**config.mk**
```make
export PLATFORM = sky130hd
export DESIGN_NAME = mem_arbiter_flat
export DESIGN_NICKNAME = d
export VERILOG_FILES = /design/src/rtl/mem_arbiter_pkg.sv /design/src/rtl/mem_arbiter_if.sv /design/src/rtl/mem_arbiter.sv /design/src/flat_wrapper.sv
export SDC_FILE = /design/constraint.sdc
export NUM_CORES = 1
export LEC_CHECK = 0
export ABC_AREA = 1
export CAP_MARGIN = 20
export CELL_PAD_IN_SITES_DETAIL_PLACEMENT = 0
export CELL_PAD_IN_SITES_GLOBAL_PLACEMENT = 1
export CORE_MARGIN = 5
export CORE_UTILIZATION = 26
export CTS_CLUSTER_SIZE = 10
export DETAILED_ROUTE_END_ITERATION = 12
export PLACE_DENSITY_LB_ADDON = 0.05
export SYNTH_ARGS = -nofsm -noshare
export SYNTH_HDL_FRONTEND = slang
export SYNTH_SLANG_ARGS = --single-unit
export TNS_END_PERCENT = 50
```
**constraint.sdc**
```tcl
create_clock -name clk -period 1.47 [get_ports clk]
set_input_delay 0.441 -clock clk [delete_from_list [all_inputs] [get_ports clk]]
set_output_delay 0.441 -clock clk [all_outputs]
set_load 0.02 [all_outputs]
```
**src/rtl/mem_arbiter_pkg.sv**
```systemverilog
// Shared types and constants for the instruction/data memory arbiter.
package mem_arb_pkg;

    localparam int unsigned ADDR_W_DEFAULT = 32;
    localparam int unsigned DATA_W_DEFAULT = 32;

    // Bus sequencing states; IDLE is revisited after every transaction.
    typedef enum logic [1:0] {
        IDLE = 2'd0,
        ADDR = 2'd1,
        DATA = 2'd2,
        RESP = 2'd3
    } arb_state_e;

    // Owner of the in-flight transaction.
    localparam logic OWN_INST = 1'b0;
    localparam logic OWN_DATA = 1'b1;

endpackage

```
**src/rtl/mem_arbiter_if.sv**
```systemverilog
// SRAM-like address/data handshake bus between the arbiter and the bus bridge.
interface mem_arbiter_if
    import mem_arb_pkg::*;
#(
    parameter int unsigned ADDR_W = ADDR_W_DEFAULT,
    parameter int unsigned DATA_W = DATA_W_DEFAULT
);

    logic                  req;
    logic                  wr;
    logic [DATA_W/8-1:0]   wstrb;
    logic [ADDR_W-1:0]     addr;
    logic [DATA_W-1:0]     wdata;
    logic                  addr_ok;
    logic                  data_ok;
    logic [DATA_W-1:0]     rdata;

    modport master (
        output req, wr, wstrb, addr, wdata,
        input  addr_ok, data_ok, rdata
    );

    modport slave (
        input  req, wr, wstrb, addr, wdata,
        output addr_ok, data_ok, rdata
    );

endinterface

```
**src/rtl/mem_arbiter.sv**
```systemverilog
// Sequences fetch and data requests onto one shared bus, data first, one transaction at a time.
module mem_arbiter
    import mem_arb_pkg::*;
#(
    parameter int unsigned ADDR_W = ADDR_W_DEFAULT,
    parameter int unsigned DATA_W = DATA_W_DEFAULT
) (
    input  logic                 clk,
    input  logic                 rst,

    input  logic                 i_req,
    input  logic [ADDR_W-1:0]    i_addr,
    output logic                 i_done,
    output logic [DATA_W-1:0]    i_rdata,
    output logic                 i_stall,

    input  logic                 d_req,
    input  logic                 d_wr,
    input  logic [DATA_W/8-1:0]  d_wstrb,
    input  logic [ADDR_W-1:0]    d_addr,
    input  logic [DATA_W-1:0]    d_wdata,
    output logic                 d_done,
    output logic [DATA_W-1:0]    d_rdata,
    output logic                 d_stall,

    mem_arbiter_if.master        bus
);

    localparam int unsigned STRB_W = DATA_W / 8;

    arb_state_e          state_q, state_d;

    logic                own_q, own_d;
    logic                req_q, req_d;
    logic                wr_q, wr_d;
    logic [STRB_W-1:0]   wstrb_q, wstrb_d;
    logic [ADDR_W-1:0]   addr_q, addr_d;
    logic [DATA_W-1:0]   wdata_q, wdata_d;
    logic                i_done_q, i_done_d;
    logic                d_done_q, d_done_d;
    logic [DATA_W-1:0]   i_rdata_q, i_rdata_d;
    logic [DATA_W-1:0]   d_rdata_q, d_rdata_d;

    // State register.
    always_ff @(posedge clk or negedge rst) begin
        if (!rst) begin
            state_q <= IDLE;
        end else begin
            state_q <= state_d;
        end
    end

    // Next-state logic: data wins in IDLE, ADDR may skip DATA on a same-cycle data_ok.
    always_comb begin
        state_d = state_q;
        case (state_q)
            IDLE: begin
                if (d_req || i_req) begin
                    state_d = ADDR;
                end
            end
            ADDR: begin
                if (bus.addr_ok) begin
                    state_d = bus.data_ok ? RESP : DATA;
                end
            end
            DATA: begin
                if (bus.data_ok) begin
                    state_d = RESP;
                end
            end
            RESP: begin
                state_d = IDLE;
            end
            default: begin
                state_d = IDLE;
            end
        endcase
    end

    // Output logic: next values of the bus, owner and response registers.
    always_comb begin
        own_d     = own_q;
        wr_d      = wr_q;
        wstrb_d   = wstrb_q;
        addr_d    = addr_q;
        wdata_d   = wdata_q;
        i_rdata_d = i_rdata_q;
        d_rdata_d = d_rdata_q;
        req_d     = 1'b0;
        i_done_d  = 1'b0;
        d_done_d  = 1'b0;

        if (state_q == IDLE) begin
            if (d_req) begin
                own_d   = OWN_DATA;
                wr_d    = d_wr;
                wstrb_d = d_wr ? d_wstrb : STRB_W'(0);
                addr_d  = d_addr;
                wdata_d = d_wdata;
            end else if (i_req) begin
                own_d   = OWN_INST;
                wr_d    = 1'b0;
                wstrb_d = STRB_W'(0);
                addr_d  = i_addr;
            end
        end

        // RESP is only entered from ADDR/DATA on data_ok, so this is the capture cycle.
        if (state_d == RESP) begin
            if (own_q == OWN_INST) begin
                i_rdata_d = bus.rdata;
                i_done_d  = 1'b1;
            end else begin
                if (!wr_q) begin
                    d_rdata_d = bus.rdata;
                end
                d_done_d = 1'b1;
            end
        end

        req_d = (state_d == ADDR);
    end

    // Bus, owner and response registers.
    always_ff @(posedge clk or negedge rst) begin
        if (!rst) begin
            own_q     <= OWN_INST;
            req_q     <= 1'b0;
            wr_q      <= 1'b0;
            wstrb_q   <= STRB_W'(0);
            addr_q    <= ADDR_W'(0);
            wdata_q   <= DATA_W'(0);
            i_done_q  <= 1'b0;
            d_done_q  <= 1'b0;
            i_rdata_q <= DATA_W'(0);
            d_rdata_q <= DATA_W'(0);
        end else begin
            own_q     <= own_d;
            req_q     <= req_d;
            wr_q      <= wr_d;
            wstrb_q   <= wstrb_d;
            addr_q    <= addr_d;
            wdata_q   <= wdata_d;
            i_done_q  <= i_done_d;
            d_done_q  <= d_done_d;
            i_rdata_q <= i_rdata_d;
            d_rdata_q <= d_rdata_d;
        end
    end

    assign bus.req   = req_q;
    assign bus.wr    = wr_q;
    assign bus.wstrb = wstrb_q;
    assign bus.addr  = addr_q;
    assign bus.wdata = wdata_q;

    assign i_done  = i_done_q;
    assign d_done  = d_done_q;
    assign i_rdata = i_rdata_q;
    assign d_rdata = d_rdata_q;

    // Stalls are combinational so the hazard unit releases in the done cycle.
    assign i_stall = i_req & ~i_done_q;
    assign d_stall = d_req & ~d_done_q;

endmodule

```
**src/flat_wrapper.sv**
```systemverilog
// flat-port wrapper written by rule: the top's interface ports become plain ports
module mem_arbiter_flat import mem_arb_pkg::*;
#(
    parameter int unsigned ADDR_W = ADDR_W_DEFAULT,
    parameter int unsigned DATA_W = DATA_W_DEFAULT
)
  (clk, rst, i_req, i_addr, i_done, i_rdata, i_stall, d_req, d_wr, d_wstrb, d_addr, d_wdata, d_done, d_rdata, d_stall, bus_req, bus_wr, bus_wstrb, bus_addr, bus_wdata, bus_addr_ok, bus_data_ok, bus_rdata);
  mem_arbiter_if #(.ADDR_W(ADDR_W), .DATA_W(DATA_W)) bus_i ();
  input  logic clk;
  input  logic rst;
  input  logic i_req;
  input  logic [ADDR_W-1:0] i_addr;
  output logic i_done;
  output logic [DATA_W-1:0] i_rdata;
  output logic i_stall;
  input  logic d_req;
  input  logic d_wr;
  input  logic [DATA_W/8-1:0] d_wstrb;
  input  logic [ADDR_W-1:0] d_addr;
  input  logic [DATA_W-1:0] d_wdata;
  output logic d_done;
  output logic [DATA_W-1:0] d_rdata;
  output logic d_stall;
  output wire logic [$bits(bus_i.req)-1:0] bus_req;
  output wire logic [$bits(bus_i.wr)-1:0] bus_wr;
  output wire logic [$bits(bus_i.wstrb)-1:0] bus_wstrb;
  output wire logic [$bits(bus_i.addr)-1:0] bus_addr;
  output wire logic [$bits(bus_i.wdata)-1:0] bus_wdata;
  input wire logic [$bits(bus_i.addr_ok)-1:0] bus_addr_ok;
  input wire logic [$bits(bus_i.data_ok)-1:0] bus_data_ok;
  input wire logic [$bits(bus_i.rdata)-1:0] bus_rdata;
  assign bus_req = bus_i.req;
  assign bus_wr = bus_i.wr;
  assign bus_wstrb = bus_i.wstrb;
  assign bus_addr = bus_i.addr;
  assign bus_wdata = bus_i.wdata;
  assign bus_i.addr_ok = bus_addr_ok;
  assign bus_i.data_ok = bus_data_ok;
  assign bus_i.rdata = bus_rdata;
  mem_arbiter #(.ADDR_W(ADDR_W), .DATA_W(DATA_W)) u_core (.clk(clk), .rst(rst), .i_req(i_req), .i_addr(i_addr), .i_done(i_done), .i_rdata(i_rdata), .i_stall(i_stall), .d_req(d_req), .d_wr(d_wr), .d_wstrb(d_wstrb), .d_addr(d_addr), .d_wdata(d_wdata), .d_done(d_done), .d_rdata(d_rdata), .d_stall(d_stall), .bus(bus_i));
endmodule
```
==> metrics.txt <==
post-synthesis cell count around 630; # diodes 0; Worst-Margin Slew between 0.3 and 0.4 ns; TritonCTS clock tree built; Yosys top cell area share 61.4%; total leakage power 4.54 nW; async set-reset flop share out of synthesis 100%; Pre-Repair DR Iteration Count 5; clk sinks around 140; Slowest Stage Delay on Critical Path approximately 0.43 ns; Routed WL roughly 21000 um; vias in the first global route 5639; wire per inst ~17 um; GR Overflow Total 0; placed cell count about 1200; wire length on met3 1710 um; power per cell area approximately 2300 nW/um2; Finished Layout Cells roughly 1200; Max Fclk ~650 MHz; syn nets between 700 and 800; Layout Nets around 1100; CP Launch Type flop; Post-route DRC 0; first-pass GRT wire length 32100 um; Hold Vio Cnt, Final 0; Max Buffers Root-to-Sink 2; CP endpoint kind flop; ratio of cells with drive above 1 in the final layout about a quarter; Period minus WS final 1.53 ns; part of the Yosys area used for sequential elements between 60% and 70%; peak supply drop about 0.00072 V; Post-Route Skew a little over 0.008 ns; clk root buf clkbuf_16; clock-pin slew on the worst setup and hold paths ~0.06 ns; DR vias approximately 5400; clk_lat worst skew around 0.42 ns; commonest cells in the netlist 296 x nand2_1, 139 x dfrtp_1, 35 x nor2_1; Via density approximately 4.4; synthesized area between 5000 and 6000 um2; Core Region 21600 um2; H-tree depth 4; number of routed nets with antenna violations 0; maximum capacitance violations 0; synthesis warning total 0; cell area after layout between 9000 and 10000 um2; RSZ-0062 raised after global routing true; Die ar. 24800 um2; outcome finished with violations; routed length on met1 between 8000 and 9000 um; crit-path cells inv_1 -> nand2_1 -> nand2_2 -> nand2_2 -> buf_6 -> a21oi_4 -> buf_12 -> buf_12 -> nand4_1 -> nand2_1; top layer in use met4; EDFF count, synth 0; setup violators final 33; die height roughly 160 um; Final HPWL DP 15000 um; I/O Buffers around 280; Worst Hold Class reg -> reg; Initial Util a little over a quarter; Fin Hold WS 0.473 ns; syn_area_per_cell roughly 8.9 um2; Top FF cell, synth dfrtp_1; Top Ports ~280; Rows 54; fill count between 2000 and 2500; failing checks negative setup slack; largest net degree at the start of global routing 38; Cell Area, Placed approximately 8900 um2; GPL Wtd Cong about 0.78; CP required roughly 1.8 ns; reg-to-reg slack, setup -0.06 ns; TritonCTS Buffers 17; Synth area leaders dfrtp_1 61%, nand2_1 20%, a31oi_1 3.5%; Tcrit/Tclk final 104%; max-slew violation count 0; initial antenna violation count 0; Global Route Usage Sum between 10% and 20%; number of synthesized register bits 139; met2 WL post-DR 10300 um; Horiz. Die Dim approximately 160 um; area delta synth->final 61.6%; CP Max Fanout 8; CP max stage cell dfrtp_1; Distinct cells, synth 23; biggest area consumer among synthesized cells dfrtp_1; Worst EP arrival about 1.9 ns; Slew HR around three quarters; setup ws final -0.0624 ns; First DRT Iteration DRCs 244; worst setup path class reg -> reg; most common cell in the netlist nand2_1
[power by group]
group          total (mW)  internal, mW  leakage [nW]  switching [mW]
clock                4.64          2.91         0.298            1.73
sequential           6.61          5.63          1.70           0.983
combinational        9.58          3.50          2.54            6.08
[per-layer routing]
metal / vias to the layer above / GRT usage (%)
met5: - / 0
met4: 0 / 5.57
met3: 19 / 5.17
met2: 193 / 28.2
met1: 2558 / 20.3
li1: 2646 / -
[kinds of logic after synthesis]
kind of cell           after synthesis  share of synthesized area [%]
AND/OR/NAND/NOR                    368                           26.3
flip-flops                         139                           61.4
AO/OA/AOI/OAI                       74                           7.87
buffers and inverters               53                           4.40
[area by class of cell]
type	instances	area [um2]	share of cell area, %
clock buffer	20	447	4.88
clock inverter	12	186	2.04
inverter	11	43.8	0.479
multi-input combinational	443	2000	21.9
sequential	139	3480	38.1
tap	280	350	3.83
timing repair buffer	315	2640	28.8
[per-stage QoR]
stage	util, %	setup TNS, ns	worst slack (ns)	total power [mW]
6_report	42.3	-1.11	-0.0624	20.8
5_1_grt	42.3	-5.37	-0.156	22.2
4_1_cts	41.6	-1.14	-0.0735	20.7
3_5_place_dp	41.4	-81.64	-0.800	17.4
3_3_place_gp	41.4	-77.46	-0.733	17.3
2_1_floorplan	-	0	0.0206	11.7
[sequential cells by signal, indices dropped and copies added, names as in the netlist]
signal / flops
u_core.bus.addr: 32
u_core.i_done: 1
u_core.bus.wstrb: 4
u_core.bus.req: 1
u_core.d_done: 1
u_core.state_q: 2
u_core.bus.wdata: 32
u_core.own_q: 1
u_core.d_rdata: 32
u_core.i_rdata: 32
u_core.bus.wr: 1
[path summary, 6_finish.rpt]
check                                           startpoint                          endpoint  cells past startpoint
max                            u_core.state_q[0]$_DFF_PN0_    u_core.d_rdata[21]$_DFFE_PN0P_                     10
min                        u_core.bus.wdata[7]$_DFFE_PN0P_   u_core.bus.wdata[7]$_DFFE_PN0P_                      2
max reg2reg                    u_core.state_q[0]$_DFF_PN0_    u_core.d_rdata[21]$_DFFE_PN0P_                     10
min reg2reg                u_core.bus.wdata[7]$_DFFE_PN0P_   u_core.bus.wdata[7]$_DFFE_PN0P_                      2
max in group asynchronous                              rst   u_core.bus.wstrb[2]$_DFFE_PN0P_                      3
min in group asynchronous                              rst  u_core.bus.wdata[15]$_DFFE_PN0P_                      2
[placed cells by master, fill, tap and decap left out, drive strengths merged]
| master | n |
|---|---|
| dlygate4sd2 | 2 |
| a21oi | 2 |
| inv | 14 |
| a31oi | 32 |
| clkinvlp | 3 |
| nand4 | 33 |
| dfrtp | 139 |
| nor2 | 38 |
| a32o | 4 |
| nand2 | 298 |
| clkdlybuf4s50 | 135 |
| clkinv | 2 |
| clkbuf | 23 |
| o21ai | 36 |
| bufinv | 4 |
| dlygate4sd3 | 1 |
| buf | 174 |
[critical path: cells and delay by family, from the launching register on]
family / cells / cell delay, ns
flops: 1 / 0.43
compound gates: 1 / 0.15
buf+inv: 4 / 0.46
simple gates: 5 / 0.43
[timing repair]
| item | in CTS | in global routing |
|---|---|---|
| gates cloned | 1 | 3 |
| pin swaps | 6 | 5 |
| setup buffers | 2 | 2 |
| hold buffers | 1 | 0 |
| hold endpoints to repair | 29 | 0 |
| resized for setup | 573 | 36 |
| setup endpoints to repair | 259 | 105 |
(Power assumes the default switching activity.)
